==> config.mk <==
export PLATFORM = sky130hd
export DESIGN_NAME = sdr_port_arbiter
export DESIGN_NICKNAME = d
export VERILOG_FILES = /design/src/rtl/sdr_port_arbiter.sv
export SDC_FILE = /design/constraint.sdc
export NUM_CORES = 1
export LEC_CHECK = 0
export BUFFER_PORTS_ARGS = -buffer_cell sky130_fd_sc_hd__buf_2
export CORE_UTILIZATION = 51
export DETAILED_ROUTE_END_ITERATION = 16
export GPL_TIMING_DRIVEN = 1
export HOLD_SLACK_MARGIN = 0.1
export PLACE_DENSITY = 0.95
export SETUP_SLACK_MARGIN = 0.2
export SLEW_MARGIN = 20
export SYNTH_ARGS = -nofsm -noshare
export SYNTH_HDL_FRONTEND = slang
export SYNTH_SLANG_ARGS = --single-unit
==> constraint.sdc <==
create_clock -name clk_sys -period 4.7 [get_ports clk_sys]
set_clock_uncertainty 0.1 [all_clocks]
set_input_delay 0.705 -clock clk_sys [delete_from_list [all_inputs] [get_ports clk_sys]]
set_output_delay 0.705 -clock clk_sys [all_outputs]
set_load 0.005 [all_outputs]
==> src/rtl/sdr_port_arbiter.sv <==
// Fixed-priority SDRAM port arbiter with anti-starvation aging.
// One access is in flight at a time: latch the winner, hold mem_req until mem_rdy, then pulse rdy.
//
// state | meaning
// IDLE  | arbitrate among pending requesters, latch winner and address
// ISSUE | mem_req high, waiting for mem_rdy; capture mem_din on completion
// DONE  | rdy[grant] pulses for one cycle, then back to IDLE
module sdr_port_arbiter #(
    parameter int N            = 4,
    parameter int AW           = 25,
    parameter int DW           = 64,
    parameter int STARVE_LIMIT = 64,
    localparam int GW          = (N > 1) ? $clog2(N) : 1,
    localparam int AGW         = $clog2(STARVE_LIMIT + 1)
) (
    input  logic            clk_sys,
    input  logic            reset_n,
    input  logic [N-1:0]    req,
    input  logic [N*AW-1:0] req_addr,
    output logic [N-1:0]    rdy,
    output logic [DW-1:0]   dout,
    output logic [AW-1:0]   mem_addr,
    output logic            mem_req,
    input  logic [DW-1:0]   mem_din,
    input  logic            mem_rdy,
    output logic            busy,
    output logic [GW-1:0]   grant
);

    typedef enum logic [1:0] {S_IDLE, S_ISSUE, S_DONE} state_t;

    state_t           r_state;
    state_t           w_next;
    logic [GW-1:0]    r_grant;
    logic [AW-1:0]    r_mem_addr;
    logic [DW-1:0]    r_dout;
    logic [AGW-1:0]   r_age [N];
    logic [GW-1:0]    w_win;
    logic             w_starved;
    logic             w_latch;

    // Starved requesters (still asking) pre-empt base priority; lowest index wins in each class.
    always_comb begin
        w_win     = '0;
        w_starved = 1'b0;
        for (int i = N - 1; i >= 0; i--) begin
            if (req[i] && r_age[i] == AGW'(STARVE_LIMIT)) begin
                w_win     = GW'(i);
                w_starved = 1'b1;
            end
        end
        if (!w_starved) begin
            for (int i = N - 1; i >= 0; i--) begin
                if (req[i]) w_win = GW'(i);
            end
        end
    end

    assign w_latch = (r_state == S_IDLE) && (|req);

    always_ff @(posedge clk_sys or negedge reset_n) begin
        if (!reset_n) r_state <= S_IDLE;
        else          r_state <= w_next;
    end

    always_comb begin
        w_next = r_state;
        case (r_state)
            S_IDLE:  if (|req)   w_next = S_ISSUE;
            S_ISSUE: if (mem_rdy) w_next = S_DONE;
            S_DONE:  w_next = S_IDLE;
            default: w_next = S_IDLE;
        endcase
    end

    always_comb begin
        busy    = (r_state != S_IDLE);
        mem_req = (r_state == S_ISSUE);
        rdy     = '0;
        if (r_state == S_DONE) rdy[r_grant] = 1'b1;
    end

    always_ff @(posedge clk_sys or negedge reset_n) begin
        if (!reset_n) begin
            r_grant    <= '0;
            r_mem_addr <= '0;
            r_dout     <= '0;
        end else begin
            if (w_latch) begin
                r_grant    <= w_win;
                r_mem_addr <= req_addr[int'(w_win)*AW +: AW];
            end
            if (r_state == S_ISSUE && mem_rdy) r_dout <= mem_din;
        end
    end

    // Ages freeze while their own access is in ISSUE/DONE and saturate at the limit.
    always_ff @(posedge clk_sys or negedge reset_n) begin
        if (!reset_n) begin
            for (int i = 0; i < N; i++) r_age[i] <= '0;
        end else begin
            for (int i = 0; i < N; i++) begin
                if (!req[i] || (w_latch && w_win == GW'(i)))
                    r_age[i] <= '0;
                else if (r_state != S_IDLE && r_grant == GW'(i))
                    r_age[i] <= r_age[i];
                else if (r_age[i] != AGW'(STARVE_LIMIT))
                    r_age[i] <= r_age[i] + 1'b1;
            end
        end
    end

    assign grant    = r_grant;
    assign mem_addr = r_mem_addr;
    assign dout     = r_dout;

endmodule

==> impl_metrics.py <==
metrics = {
    "sta": {
        "worst_slack_ps": 1350,
        "finalHoldViolations": 0,
        "fin_setup_tns_ps": 0,
        "finalCritPeriodShare_pct": 71.4,
        "whs_ps": 298,
        "relSlewSlack_pct": 33.2,
        "maxSlewViolCount": 0,
        "tightest_slew_ps": 977,
        "setup_viol": 0,
        "max_clock_freq_mhz": 298,
        "fin_crit_ps": 3350,
        "grt_setup_unrepaired": "no",
    },
    "routing": {
        "highest_layer": "met4",
        "viasPerCell": 5.73,
        "wirelength_um": 17600,
        "m1WireLength_um": 6180,
        "wl_per_cell_um": 19.2,
        "drc": 0,
        "final_antenna_net_count": 0,
        "num_vias": 5251,
        "drt_iter0_drc": 405,
        "wl_met2_um": 8980,
        "dr_wl_met3_um": 1640,
        "dr.pass1.iters": 5,
    },
    "setup_path": {
        "worstPathArrival_ps": 3560,
        "cp.required_ps": 4910,
        "cp_max_fo": 53,
        "start_kind": "flop",
        "worstSetupPathType": "reg2reg",
        "end_kind": "flop",
    },
    "place": {
        "dpl-instance-area_um2": 7410,
        "dp_hpwl_um": 12600,
        "port_buffers": 267,
        "place_ws_ps": 1150,
        "gp_congestion": 0.842,
    },
    "cts": {
        "cts.sinks": 121,
        "cts_buffer_depth": 2,
        "cts_tree": "yes",
        "hold_buffers": 0,
        "cts_setup_buffers": 0,
        "numCtsBuffers": 17,
        "clkTransAtPathRegs_ps": 50,
        "clk_latency_ps": 410,
        "cts_root_buf": "clkbuf_16",
        "post_cts_resized": 0,
        "cts_max_level": 4,
    },
    "floorplan": {
        "core_um2": 11400,
        "die_h_um": 110,
        "die-area_um2": 12100,
        "start_util_pct": 52.2,
        "ioPinCount": 268,
        "die_x_um": 110,
        "rows": 39,
    },
    "synthesis": {
        "syn_inst": 493,
        "synthTopCellsByCount": "121 x dfrtp_1, 64 x mux2_2, 61 x nor2_1",
        "yosysTopAreaCellShare_pct": 51.0,
        "syn_area_per_cell_um2": 12.0,
        "synth.area.top_cells": "dfrtp_1 51%, mux2_2 12%, a221oi_2 4.8%, mux2i_1 4.4%, nor2_1 3.9%",
        "synth_nets": 672,
        "yosysSeqAreaShare_pct": 51.0,
        "synthesis.area_um2": 5940,
        "synth_area_leader_cell": "dfrtp_1",
        "async_reset_ff_share_pct": 100,
        "synth_cell_types": 51,
        "synth_top_flop_cell": "dfrtp_1",
        "synth_warnings": 0,
        "synth_edf_count": 0,
        "yosysMostFrequentCell": "dfrtp_1",
        "ys_ff_latch": 121,
    },
    "finish": {
        "fin_area_um2": 8020,
        "drive_gt1_share_pct": 52.0,
        "nets": 938,
        "area_delta_synth_final_pct": 35.2,
    },
    "outcome": {
        "status": "finished clean",
    },
    "power_and_ir_drop": {
        "powerDensity_nw_per_um2": 578,
        "ir_drop_mv": 0.407,
        "p_leak_nw": 3.98,
    },
    "min_path": {
        "hp-class": "in2async",
    },
    "run": {
        "cap_violations": 0,
    },
    "global_routing": {
        "grt_overflow": 0,
        "grt_pass1_vias": 5292,
        "grt_antenna_before_repair": 4,
        "grt_max_degree": 65,
        "grt_pass1_wl_um": 25800,
        "groute.usage.overall_pct": 29.5,
    },
}
[per-layer routing]
metal / global-route usage (%) / vias to the layer above
li1: - / 2348
met5: 0 / -
met4: 19.9 / 0
met2: 47.7 / 293
met1: 31.5 / 2548
met3: 12.3 / 62
[cell type report]
type                    instances  area (um2)
diodes                          5        12.5
clock buffers                  21         470
clock inverters                 8        97.6
fillers                       800        3350
inverters                      15        56.3
multi-input cells             330        2760
flip-flops and latches        121        3030
well taps                     143         179
repair buffers                274        1420
[per-stage QoR]
step,utilization (%),total power [mW],cells
floorplan,-,2.58,493
global placement,65.1,3.23,882
detailed placement,65.1,3.35,882
CTS,70.1,4.63,911
global route,70.6,4.91,916
finish,70.6,4.64,917
[where the power goes]
part	internal [mW]	switching (mW)	leakage, nW
Sequential	1.48	0.287	1.46
Clock	0.808	0.447	0.273
Combinational	0.803	0.807	2.24
[cell usage in the layout, fill, tap and decap left out, types with 4 or more instances in the layout]
master / n
nor2_1: 59
buf_2: 266
mux2i_1: 26
nand2_1: 9
nand4_1: 6
a211oi_1: 25
nand3_1: 4
dfrtp_1: 121
ha_1: 8
clkbuf_16: 17
diode_2: 5
a221oi_1: 6
xor2_1: 13
mux2_2: 64
a221oi_2: 19
and3_1: 29
xnor2_1: 11
o21ai_0: 4
buf_4: 6
inv_1: 14
[kinds of logic after synthesis]
family | share of synthesized area (%)
simple gates | 11.5
flops | 51.0
mux | 16.5
compound gates | 12.4
buf+inv | 3.33
xor+xnor | 3.54
fa+ha+maj | 1.69
[flip-flops by register name, indices dropped and copies added, names as in the netlist]
name / flops
dout: 64
grant: 2
mem_addr: 25
r_age: 28
r_state: 2
[worst max-delay path, cell delays in order (launching register included)]
cell and delay, ps:
dfrtp_1 410, or4b_1 630, a2111oi_0 870, a31oi_4 250
nand3_4 170, buf_12 330, a221oi_1 150, a211oi_1 290
[final timing paths]
check                                from           end  slack [ps]  cells past startpoint
worst max-delay path            r_age[10]  mem_addr[19]        1350                      7
worst min-delay path              reset_n     r_age[18]         300                      1
worst max register to register  r_age[10]  mem_addr[19]        1350                      7
worst min register to register   dout[59]      dout[59]         400                      1
max in group asynchronous         reset_n      dout[43]        3240                      2
min in group clk_sys             dout[59]      dout[59]         400                      1
Power figures use the tool's default switching activity.
